==> src/rtl/puf_pkg.sv <==
// Shared types and helpers for the arbiter-PUF evaluation controller.
package puf_pkg;

    typedef enum logic [1:0] {
        ST_IDLE   = 2'd0,
        ST_SETUP  = 2'd1,
        ST_LAUNCH = 2'd2,
        ST_DONE   = 2'd3
    } puf_state_t;

    // One race = relax/setup window plus launch window (settle + 2 sync stages).
    function automatic int race_cycles(input int settle_cyc);
        return 2 * settle_cyc + 2;
    endfunction

endpackage

==> src/rtl/puf_sync2.sv <==
// Two-flop synchronizer bringing the asynchronous arbiter output into the clk domain.
module puf_sync2 (
    input  logic clk,
    input  logic rst_n,
    input  logic d,
    output logic q
);

    logic meta;

    // Double-register the input; both stages clear on reset.
    always_ff @(posedge clk) begin
        if (!rst_n) begin
            meta <= 1'b0;
            q    <= 1'b0;
        end else begin
            meta <= d;
            q    <= meta;
        end
    end

endmodule

==> src/rtl/puf_eval_ctrl.sv <==
// Sequencer for one arbiter-PUF chain: applies rotated challenges, fires races,
// samples the arbiter after settling and majority-votes N_EVAL races per bit.
module puf_eval_ctrl
    import puf_pkg::*;
#(
    parameter int N_STAGES   = 8,
    parameter int RESP_W     = 4,
    parameter int N_EVAL     = 3,
    parameter int SETTLE_CYC = 15
) (
    input  logic                clk,
    input  logic                rst_n,
    input  logic                req_valid,
    output logic                req_ready,
    input  logic [N_STAGES-1:0] req_challenge,
    output logic [N_STAGES-1:0] puf_challenge,
    output logic                puf_launch,
    input  logic                puf_arb_in,
    output logic                rsp_valid,
    input  logic                rsp_ready,
    output logic [RESP_W-1:0]   rsp_data,
    output logic                rsp_stable
);

    localparam int ONES_W = $clog2(N_EVAL + 1);
    localparam int EVAL_W = $clog2(N_EVAL + 1);
    localparam int BIT_W  = $clog2(RESP_W + 1);
    localparam int CNT_W  = $clog2(SETTLE_CYC + 3);

    localparam logic [CNT_W-1:0]  SETUP_LOAD  = CNT_W'(SETTLE_CYC - 1);
    localparam logic [CNT_W-1:0]  LAUNCH_LOAD = CNT_W'(SETTLE_CYC + 1);
    localparam logic [ONES_W-1:0] HALF_VOTES  = ONES_W'(N_EVAL / 2);
    localparam logic [ONES_W-1:0] ALL_VOTES   = ONES_W'(N_EVAL);
    localparam logic [EVAL_W-1:0] LAST_EVAL   = EVAL_W'(N_EVAL - 1);
    localparam logic [BIT_W-1:0]  LAST_BIT    = BIT_W'(RESP_W - 1);

    if (N_EVAL < 1 || (N_EVAL % 2) == 0) begin : g_bad_n_eval
        $error("puf_eval_ctrl: N_EVAL must be odd and >= 1");
    end
    if (RESP_W < 1 || RESP_W > N_STAGES) begin : g_bad_resp_w
        $error("puf_eval_ctrl: RESP_W must be in 1..N_STAGES");
    end
    if (SETTLE_CYC < 1) begin : g_bad_settle
        $error("puf_eval_ctrl: SETTLE_CYC must be >= 1");
    end

    puf_state_t          state;
    puf_state_t          next_state;
    logic [CNT_W-1:0]    cyc_cnt;
    logic [N_STAGES-1:0] chal_q;
    logic [BIT_W-1:0]    bit_idx;
    logic [EVAL_W-1:0]   eval_idx;
    logic [ONES_W-1:0]   ones_cnt;
    logic [ONES_W-1:0]   ones_total;
    logic                arb_sync;
    logic                race_end;
    logic                last_eval;
    logic                last_bit;
    logic                vote;
    logic                unanimous;
    logic                accept;

    function automatic logic [N_STAGES-1:0] rotl(input logic [N_STAGES-1:0] v,
                                                 input int unsigned k);
        logic [2*N_STAGES-1:0] dbl;
        dbl = {v, v} << k;
        return dbl[2*N_STAGES-1:N_STAGES];
    endfunction

    puf_sync2 u_arb_sync (
        .clk   (clk),
        .rst_n (rst_n),
        .d     (puf_arb_in),
        .q     (arb_sync)
    );

    assign accept     = (state == ST_IDLE) && req_valid;
    assign race_end   = (state == ST_LAUNCH) && (cyc_cnt == '0);
    assign last_eval  = (eval_idx == LAST_EVAL);
    assign last_bit   = (bit_idx == LAST_BIT);
    assign ones_total = ones_cnt + ONES_W'(arb_sync);
    assign vote       = (ones_total > HALF_VOTES);
    assign unanimous  = (ones_total == '0) || (ones_total == ALL_VOTES);

    // State register.
    always_ff @(posedge clk) begin
        if (!rst_n) begin
            state <= ST_IDLE;
        end else begin
            state <= next_state;
        end
    end

    // Next-state decode and state-derived handshake/launch outputs.
    always_comb begin
        next_state = state;
        req_ready  = 1'b0;
        puf_launch = 1'b0;
        case (state)
            ST_IDLE: begin
                req_ready = 1'b1;
                if (req_valid) next_state = ST_SETUP;
            end
            ST_SETUP: begin
                if (cyc_cnt == '0) next_state = ST_LAUNCH;
            end
            ST_LAUNCH: begin
                puf_launch = 1'b1;
                if (cyc_cnt == '0) next_state = (last_eval && last_bit) ? ST_DONE : ST_SETUP;
            end
            ST_DONE: begin
                if (rsp_valid && rsp_ready) next_state = ST_IDLE;
            end
            default: next_state = ST_IDLE;
        endcase
    end

    // Phase timer, reloaded whenever the FSM enters a new state.
    always_ff @(posedge clk) begin
        if (!rst_n) begin
            cyc_cnt <= '0;
        end else if (next_state != state) begin
            case (next_state)
                ST_SETUP:  cyc_cnt <= SETUP_LOAD;
                ST_LAUNCH: cyc_cnt <= LAUNCH_LOAD;
                default:   cyc_cnt <= '0;
            endcase
        end else if (cyc_cnt != '0) begin
            cyc_cnt <= cyc_cnt - CNT_W'(1);
        end
    end

    // Challenge latch, race/bit counters and per-bit majority vote.
    always_ff @(posedge clk) begin
        if (!rst_n) begin
            chal_q        <= '0;
            puf_challenge <= '0;
            bit_idx       <= '0;
            eval_idx      <= '0;
            ones_cnt      <= '0;
            rsp_data      <= '0;
            rsp_stable    <= 1'b0;
        end else if (accept) begin
            chal_q        <= req_challenge;
            puf_challenge <= req_challenge;
            bit_idx       <= '0;
            eval_idx      <= '0;
            ones_cnt      <= '0;
            rsp_data      <= '0;
            rsp_stable    <= 1'b1;
        end else if (race_end) begin
            if (last_eval) begin
                for (int i = 0; i < RESP_W; i++) begin
                    if (bit_idx == BIT_W'(i)) rsp_data[i] <= vote;
                end
                rsp_stable <= rsp_stable & unanimous;
                ones_cnt   <= '0;
                eval_idx   <= '0;
                bit_idx    <= bit_idx + BIT_W'(1);
                if (!last_bit) puf_challenge <= rotl(chal_q, int'(bit_idx) + 1);
            end else begin
                ones_cnt <= ones_total;
                eval_idx <= eval_idx + EVAL_W'(1);
            end
        end
    end

    // Response valid is presented one cycle after DONE entry and drops on handshake.
    always_ff @(posedge clk) begin
        if (!rst_n) begin
            rsp_valid <= 1'b0;
        end else begin
            rsp_valid <= (state == ST_DONE) && !(rsp_valid && rsp_ready);
        end
    end

endmodule

==> config.mk <==
export PLATFORM = sky130hd
export DESIGN_NAME = puf_eval_ctrl
export DESIGN_NICKNAME = d
export VERILOG_FILES = /design/src/rtl/puf_pkg.sv /design/src/rtl/puf_sync2.sv /design/src/rtl/puf_eval_ctrl.sv
export SDC_FILE = /design/constraint.sdc
export NUM_CORES = 1
export LEC_CHECK = 0
export CAP_MARGIN = 20
export CORE_MARGIN = 1.5
export CORE_UTILIZATION = 45
export CTS_BUF_LIST = sky130_fd_sc_hd__clkbuf_4
export CTS_CLUSTER_DIAMETER = 150
export CTS_CLUSTER_SIZE = 20
export DETAILED_ROUTE_END_ITERATION = 7
export DONT_BUFFER_PORTS = 1
export HOLD_SLACK_MARGIN = 0.03
export SLEW_MARGIN = 20
export SYNTH_ARGS = -nofsm -noshare
export SYNTH_HDL_FRONTEND = slang
export SYNTH_SLANG_ARGS = --single-unit
==> constraint.sdc <==
create_clock -name clk -period 7.65 [get_ports clk]
set_input_delay 0.765 -clock clk [delete_from_list [all_inputs] [get_ports clk]]
set_output_delay 0.765 -clock clk [all_outputs]
set_load 0.03 [all_outputs]
==> results of run 1 <==
[area by class of cell]
class                      instances  area [um^2]
sequential                        38          761
fill                             439         2260
clock inverter                     3         40.0
inverter                          13         48.8
clock buffer                       5         37.5
tap                               52         65.1
multi-input combinational        179         1260
[synthesized netlist by cell type (2+ instances only)]
master    instances
o221a_2           3
and2_1            4
o31ai_1           4
nand2b_1          2
clkbuf_1         13
nor4_1            4
o211ai_2          5
nand3b_1          2
nor2_1           15
mux4_2            2
o21a_1            2
o21ai_0           3
a21oi_1          17
a22oi_1           2
a211oi_1          4
mux2i_1          23
nor3_1            5
dfxtp_1          38
xnor2_1           4
nand4_1           7
buf_2             2
nand2_1          27
nand3_1          11
inv_1            12
or3_1             2
a21boi_0          5
buf_1             2
ha_1              9
[per-stage QoR]
| step | utilization | hold slack (ns) |
|---|---|---|
| 6_report | 0.495 | 0.450 |
| 5_1_grt | 0.495 | 0.498 |
| 4_1_cts | 0.495 | 0.449 |
| 3_5_place_dp | 0.478 | 0.421 |
| 3_3_place_gp | 0.478 | 0.432 |
| 2_1_floorplan | - | 0.412 |
[worst paths after layout]
kind                                          to  slack [ns]  cells past startpoint
worst min-delay path                u_arb_sync.q        0.45                      1
worst max-delay path            puf_challenge[3]        4.99                      6
worst max register to register  puf_challenge[3]        4.99                      6
worst min register to register      u_arb_sync.q        0.45                      1
[state kept, by name, indices dropped and copies added (netlist names)]
register         cells
chal_q               8
puf_challenge        8
cyc_cnt              5
rsp_data             4
bit_idx              3
eval_idx             2
ones_cnt             2
state                2
rsp_stable           1
rsp_valid            1
u_arb_sync.meta      1
u_arb_sync.q         1
[logic make-up after synthesis]
logic type,count (synthesis)
buffers and inverters,30
adder cells (fa/ha/maj),9
flip-flops,38
AO/OA/AOI/OAI,52
AND/OR/NAND/NOR,89
multiplexers,25
XOR/XNOR,4
[power by group]
part	internal [mW]	leakage, nW	switching (mW)
clock	0.0677	0.0450	0.0688
sequential	0.228	0.311	0.0496
combinational	0.0868	0.481	0.136
[critical path: cells and delay by family, from the launching register on]
family / cells / cell delay [ns]
DFF: 1 / 0.66
buffers and inverters: 1 / 0.38
AOI/OAI and AO/OA: 2 / 0.34
muxes: 2 / 0.52
adders and majority gates: 1 / 0.67
[layer usage]
metal,GRT usage,vias up
li1,-,868
met1,0.290,807
met2,0.293,68
met3,0.0625,6
met4,0.0629,0
met5,0,-
==> results.sh, run 1 <==
export IMPL_die_h_um=72.0
export IMPL_cts_root_buffer="clkbuf_4"
export IMPL_finalHoldViolCount=0
export IMPL_synth_xor_area_frac=0.0164
export IMPL_skew_ns=0.0150
export IMPL_cp_data_required_time_ns=7.90
export IMPL_seq_area_frac_synth=0.356
export IMPL_grt_pass1_wl_um=8210
export IMPL_final_period_utilization=0.348
export IMPL_dr_pass1_iters=4
export IMPL_slowest_stage="ha_1"
export IMPL_path_cells="clkinv_1 > ha_1 > mux2i_1 > mux2i_1 > a22oi_1 > o211ai_2"
export IMPL_dp_cells=282
export IMPL_async_reset_ff_frac=0
export IMPL_fp_dieArea_mm2=0.00518
export IMPL_status="finished, final reports clean"
export IMPL_clkTransAtPathRegs_ns=0.11
export IMPL_cts_htree_levels=2
export IMPL_gr_total_overflow=0
export IMPL_min_period_ns=2.66
export IMPL_die_w_um=72.0
export IMPL_muxShareOfSynthArea=0.129
export IMPL_irDropWorstVdd_v=0.000102
export IMPL_synth_simple_gate_area_share=0.215
export IMPL_ctsHoldBuffers=0
export IMPL_ant_nets=0
export IMPL_final_cells=290
export IMPL_nets=259
export IMPL_worstHoldPathType="reg2reg"
export IMPL_layout_commonest_cell="dfxtp_1"
export IMPL_cts_tree="built"
export IMPL_pwr_density_cell_mw_per_mm2=288
export IMPL_synth_top_area_share=0.356
export IMPL_wirelength_um=4810
export IMPL_cp_max_fo=12
export IMPL_grt_total_usage=0.203
export IMPL_cp_common_cell="mux2i_1"
export IMPL_cts_path_max_buffers=2
export IMPL_wl_per_cell_um=16.6
export IMPL_crit_path_start="bit_idx[0]"
export IMPL_cts_resized=0
export IMPL_routed_top_layer="met4"
export IMPL_cts_setup_buffers=0
export IMPL_postSynthCellCount=247
export IMPL_synth_compound_area_frac=0.178
export IMPL_avgSynthCellArea_um2=8.66
export IMPL_synth_seq_cells=38
export IMPL_placed_area_mm2=0.00214
export IMPL_finalSetupViolations=0
export IMPL_clkLatencyLatePin_ns=0.36
export IMPL_cts_sinks=38
export IMPL_synth_top_family_by_area="simple AND/OR/NAND/NOR gates"
export IMPL_final_cell_mix="dfxtp_1, nand2_1, mux2i_1"
export IMPL_start_util=0.478
export IMPL_max_cap_viol_count=0
export IMPL_place_gp_congestion=0.818
export IMPL_numPortBuffers=0
export IMPL_drive_above_1_share=0.0966
export IMPL_max_stage_delay_ns=0.67
export IMPL_core_area_mm2=0.00447
export IMPL_crit_arrival_ns=2.91
export IMPL_final_cell_area_mm2=0.00222
export IMPL_place_detailed_hpwl_um=3520
export IMPL_p_total_uw=637
export IMPL_vias=1749
export IMPL_worst_pin_slew_ns=0.783
export IMPL_drc=0
export IMPL_rows=24
export IMPL_antenna_found_initial=0
export IMPL_antenna_cells=0
export IMPL_maxSlewViolCount=0
export IMPL_relSlewSlack=0.473
export IMPL_synth_top_area_cell="dfxtp_1"
export IMPL_wirelength_met1_um=2400
export IMPL_synth_cell_types=46
export IMPL_cts_buffers=5
export IMPL_synthToLayoutAreaGrowth_pct=3.57
export IMPL_grt_pass1_vias=1664
export IMPL_pre_cts_slack_ns=5.00
export IMPL_leakagePower_nw=0.837
export IMPL_timing_rr_start="bit_idx[0]"
export IMPL_min_delay_start="u_arb_sync.meta"
export IMPL_synthFlopType="dfxtp_1"
export IMPL_rsz0062_at_grt="false"
export IMPL_vias_per_cell=6.03
export IMPL_drt_iter0_drc=123
export IMPL_ios=29
export IMPL_worstSetupEndpointType="register"
export IMPL_ys_top_cells_by_area="dfxtp_1, mux2i_1, ha_1, nand2_1, a21oi_1"
export IMPL_met2_length_um=2010
export IMPL_max_freq_ghz=0.376
export IMPL_crit_path_start_kind="register"
export IMPL_syn_area_mm2=0.00214
export IMPL_path_class="reg2reg"
export IMPL_synth_edf_count=0
export IMPL_final_setup_worst_slack_ns=4.99
export IMPL_syn_nets=269
export IMPL_ys_warn_count=0
export IMPL_wl_met3_um=338
export IMPL_grt_max_degree=28
export IMPL_tns_ns=0
export IMPL_synthAdderAreaFrac=0.0526
No activity file was read; power rests on OpenSTA's default activity.
==> run 2: changes to the inputs <==
- clock period: 7.65 -> 2.8 ns (I/O delays scaled with it)
==> results.sh, run 2 (synthesized netlist as in run 1, its figures left out) <==
export IMPL_min_path_cells=2
export IMPL_layout_commonest_cell="dfxtp_1"
export IMPL_numPortBuffers=0
export IMPL_place_gp_congestion=0.850
export IMPL_top_regs="chal_q: 8 flops, puf_challenge: 8 flops, cyc_cnt: 5 flops"
export IMPL_clkPwrFrac=0.163
export IMPL_final_cells=296
export IMPL_hold_end="cyc_cnt[0]"
export IMPL_path_class="reg2reg"
export IMPL_wirelength_um=4710
export IMPL_p_total_mw=1.66
export IMPL_clkLatencyLatePin_ns=0.35
export IMPL_status="finished, final reports clean"
export IMPL_ios=29
export IMPL_antenna_cells=0
export IMPL_finalSetupViolations=0
export IMPL_ant_nets=0
export IMPL_min_period_ns=2.48
export IMPL_worst_pin_slew_ns=0.738
export IMPL_irDropWorstVdd_v=0.000263
export IMPL_relSlewSlack=0.507
export IMPL_grt_pass1_wl_um=7930
export IMPL_worstHoldPathType="in2reg"
export IMPL_tns_ns=0
export IMPL_cts_setup_buffers=0
export IMPL_rows=24
export IMPL_cts_htree_levels=2
export IMPL_min_delay_start="rst_n"
export IMPL_antenna_found_initial=0
export IMPL_dp_cells=287
export IMPL_timing_rr_start="cyc_cnt[0]"
export IMPL_worstSetupEndpointType="register"
export IMPL_skew_ns=0.0147
export IMPL_fp_dieArea_mm2=0.00518
export IMPL_drt_iter0_drc=101
export IMPL_vias_per_cell=5.86
export IMPL_path_cells="inv_1 > ha_1 > or4b_1 > or3_1 > or2_4 > o211ai_2"
export IMPL_p_switching_uw=692
export IMPL_dr_pass1_iters=4
export IMPL_finalHoldViolCount=0
export IMPL_cts_sinks=38
export IMPL_cts_buffers=5
export IMPL_vias=1735
export IMPL_cp_max_fo=15
export IMPL_cts_tree="built"
export IMPL_grt_max_degree=28
export IMPL_cp_data_required_time_ns=3.09
export IMPL_synthToLayoutAreaGrowth_pct=4.44
export IMPL_p_int_uw=963
export IMPL_swShare=0.418
export IMPL_max_stage_delay_ns=0.70
export IMPL_drc=0
export IMPL_start_util=0.478
export IMPL_cts_root_buffer="clkbuf_4"
export IMPL_cts_resized=0
export IMPL_rsz0062_at_grt="false"
export IMPL_crit_arrival_ns=2.77
export IMPL_die_h_um=72.0
export IMPL_worst_path_buf_inv=1
export IMPL_seq_power_share=0.456
export IMPL_rr_worst_depth=6
export IMPL_ff2ff_setup_slack_ns=0.32
export IMPL_ctsHoldBuffers=0
export IMPL_pwr_density_cell_mw_per_mm2=741
export IMPL_p_comb_frac=0.381
export IMPL_gr_total_overflow=0
export IMPL_cts_path_max_buffers=2
export IMPL_slowest_stage="or4b_1"
export IMPL_wl_per_cell_um=15.9
export IMPL_critPathTopFamily="simple AND/OR/NAND/NOR gates"
export IMPL_core_area_mm2=0.00447
export IMPL_final_cell_mix="dfxtp_1, nand2_1, mux2i_1"
export IMPL_grt_total_usage=0.197
export IMPL_max_freq_ghz=0.403
export IMPL_die_w_um=72.0
export IMPL_crit_path_start_kind="register"
export IMPL_nets=265
export IMPL_leakagePower_nw=0.848
export IMPL_place_detailed_hpwl_um=3450
export IMPL_max_cap_viol_count=0
export IMPL_grt_pass1_vias=1571
export IMPL_maxSlewViolCount=0
export IMPL_r2r_end="puf_challenge[3]"
export IMPL_clkTransAtPathRegs_ns=0.12
export IMPL_drive_above_1_share=0.102
export IMPL_final_period_utilization=0.886
-- run 2: cell types whose count changed in the layout (fill, tap and decap cells not counted), sizes merged --
cell,before,now
buf,0,5
bufinv,1,0
clkinv,3,4
dlygate4sd3,0,1
-- run 2: power groups by stage --
stage	logic [mW]	clock network [mW]	registers (mW)
2_1_floorplan	0.543	0	0.732
3_3_place_gp	0.624	0	0.770
3_5_place_dp	0.625	0	0.769
4_1_cts	0.630	0.280	0.756
5_1_grt	0.707	0.311	0.772
6_report	0.630	0.270	0.756
-- run 2: worst max path at each step --
stage / start / endpoint / slack, ns / depth (start not counted)
2_1_floorplan: bit_idx[0] / puf_challenge[3] / 0.21 / 8
3_3_place_gp: cyc_cnt[0] / puf_challenge[2] / 0.41 / 6
3_5_place_dp: cyc_cnt[0] / puf_challenge[3] / 0.35 / 6
4_1_cts: cyc_cnt[0] / puf_challenge[2] / 0.32 / 6
5_1_grt: cyc_cnt[0] / puf_challenge[2] / 0.20 / 6
6_report: cyc_cnt[0] / puf_challenge[3] / 0.32 / 6
-- run 2: layout make-up --
type | count | area (um^2)
flip-flops and latches | 38 | 761
multi-input cells | 179 | 1260
inverters | 13 | 48.8
clock buffers | 5 | 37.5
well taps | 52 | 65.1
repair buffers | 6 | 47.5
fillers | 445 | 2240
clock inverters | 3 | 11.3
-- run 2: metal layers --
metal  GRT usage  part of all wire
met4      0.0629            0.0062
met1       0.298              0.53
met2       0.272              0.42
met5           0                 0
met3      0.0528             0.046
-- run 2: through the flow --
stage                     instance area [um^2]  utilization  setup WS, ns  hold WS [ns]
after floorplan                           2140            -         0.207         0.407
after global placement                    2180        0.486         0.411         0.405
after detailed placement                  2180        0.486         0.345         0.406
after CTS                                 2220        0.497         0.320        0.0381
after global routing                      2230        0.499         0.198        0.0377
final                                     2230        0.499         0.320        0.0610
==> run 3: changes to the inputs <==
- PLACE_DENSITY: unset -> 0.65
==> results.sh, run 3 (synthesized netlist as in run 1, its figures left out) <==
export IMPL_wirelength_um=4730
export IMPL_cts_setup_buffers=0
export IMPL_cts_sinks=38
export IMPL_max_freq_ghz=0.410
export IMPL_fp_dieArea_mm2=0.00518
export IMPL_die_w_um=72.0
export IMPL_drive_above_1_share=0.111
export IMPL_finalHoldViolCount=0
export IMPL_wl_per_cell_um=16.0
export IMPL_leakagePower_nw=0.853
export IMPL_timing_rr_start="cyc_cnt[0]"
export IMPL_final_cell_mix="dfxtp_1, nand2_1, mux2i_1"
export IMPL_core_area_mm2=0.00447
export IMPL_tns_ns=0
export IMPL_pwr_density_cell_mw_per_mm2=746
export IMPL_grt_max_degree=28
export IMPL_grt_pass1_wl_um=7840
export IMPL_min_period_ns=2.44
export IMPL_final_period_utilization=0.871
export IMPL_start_util=0.478
export IMPL_cts_tree="built"
export IMPL_die_h_um=72.0
export IMPL_drc=0
export IMPL_top_regs="chal_q: 8 flops, puf_challenge: 8 flops, cyc_cnt: 5 flops"
export IMPL_dr_pass1_iters=4
export IMPL_max_stage_delay_ns=0.69
export IMPL_cts_resized=0
export IMPL_clkTransAtPathRegs_ns=0.12
export IMPL_path_cells="inv_1 > ha_1 > or4b_1 > or3_1 > or2_4 > o211ai_2"
export IMPL_slowest_stage="or4b_1"
export IMPL_fin_util=0.501
export IMPL_relSlewSlack=0.508
export IMPL_wirelength_met1_um=2300
export IMPL_worstHoldPathType="in2reg"
export IMPL_irDropWorstVdd_v=0.000250
export IMPL_routed_top_layer="met4"
export IMPL_ctsHoldBuffers=0
export IMPL_antenna_found_initial=0
export IMPL_max_cap_viol_count=0
export IMPL_antenna_cells=0
export IMPL_place_detailed_hpwl_um=3450
export IMPL_finalSetupViolations=0
export IMPL_rsz0062_at_grt="false"
export IMPL_cp_data_required_time_ns=3.09
export IMPL_cts_root_buffer="clkbuf_4"
export IMPL_cp_max_fo=15
export IMPL_seq_power_share=0.454
export IMPL_min_delay_start="puf_arb_in"
export IMPL_pre_cts_slack_ns=0.374
export IMPL_layout_commonest_cell="dfxtp_1"
export IMPL_drt_iter0_drc=120
export IMPL_crit_path_start_kind="register"
export IMPL_critPathTopFamily="simple AND/OR/NAND/NOR gates"
export IMPL_worst_path_buf_inv=1
export IMPL_numPortBuffers=0
export IMPL_clkLatencyLatePin_ns=0.35
export IMPL_vias=1742
export IMPL_rows=24
export IMPL_path_class="reg2reg"
export IMPL_final_setup_worst_slack_ns=0.361
export IMPL_skew_ns=0.0153
export IMPL_gr_total_overflow=0
export IMPL_met2_length_um=2120
export IMPL_p_int_uw=978
export IMPL_synthToLayoutAreaGrowth_pct=4.68
export IMPL_grt_total_usage=0.193
export IMPL_wl_met3_um=239
export IMPL_swShare=0.414
export IMPL_cts_htree_levels=2
export IMPL_nets=265
export IMPL_worstSetupEndpointType="register"
export IMPL_cts_buffers=5
export IMPL_crit_path_start="cyc_cnt[0]"
export IMPL_place_gp_congestion=0.852
export IMPL_cts_path_max_buffers=2
export IMPL_crit_arrival_ns=2.73
export IMPL_p_switching_uw=692
export IMPL_worst_pin_slew_ns=0.736
export IMPL_grt_pass1_vias=1642
export IMPL_ios=29
export IMPL_ant_nets=0
export IMPL_vias_per_cell=5.89
export IMPL_maxSlewViolCount=0
export IMPL_p_comb_frac=0.375
export IMPL_status="finished, final reports clean"
export IMPL_clkPwrFrac=0.170
run 3: power by group through the flow:
stage	combinational, mW	sequential (mW)	clock [mW]
finish	0.627	0.759	0.285
global route	0.695	0.771	0.317
CTS	0.624	0.758	0.294
detailed placement	0.622	0.770	0
global placement	0.616	0.771	0
floorplan	0.543	0.732	0
run 3: routing by layer:
layer  vias up  track usage
li1        882            -
met1       819        0.264
met2        33        0.287
met3         8       0.0653
met4         0       0.0650
met5         -            0
run 3: path summary, 6_finish.rpt:
kind	endpoint	slack (ns)	cells after the start
setup / recovery	puf_challenge[7]	0.36	6
hold / removal	u_arb_sync.meta	0.06	1
setup reg to reg	puf_challenge[7]	0.36	6
hold reg to reg	u_arb_sync.q	0.45	1
run 3: layout make-up:
class                      count  area [um^2]
clock buffer                   6         45.0
clock inverter                 2         8.76
fill                         436         2230
inverter                      13         48.8
multi-input combinational    179         1260
sequential                    38          761
tap                           52         65.1
timing repair buffer           6         47.5
run 3: worst register-to-register path: stages (launching register included):
cell      delay (ns)
dfxtp_1         0.34
inv_1           0.10
ha_1            0.18
or4b_1          0.69
or3_1           0.58
or2_4           0.34
o211ai_2        0.16
run 3: through the flow:
| step | instance area, um^2 | hold slack (ns) | power [mW] | std cells |
|---|---|---|---|---|
| after floorplan | 2140 | 0.407 | 1.27 | 247 |
| after global placement | 2180 | 0.404 | 1.39 | 287 |
| after detailed placement | 2180 | 0.408 | 1.39 | 287 |
| after CTS | 2230 | 0.0376 | 1.68 | 295 |
| after global routing | 2240 | 0.0350 | 1.78 | 296 |
| final | 2240 | 0.0569 | 1.67 | 296 |
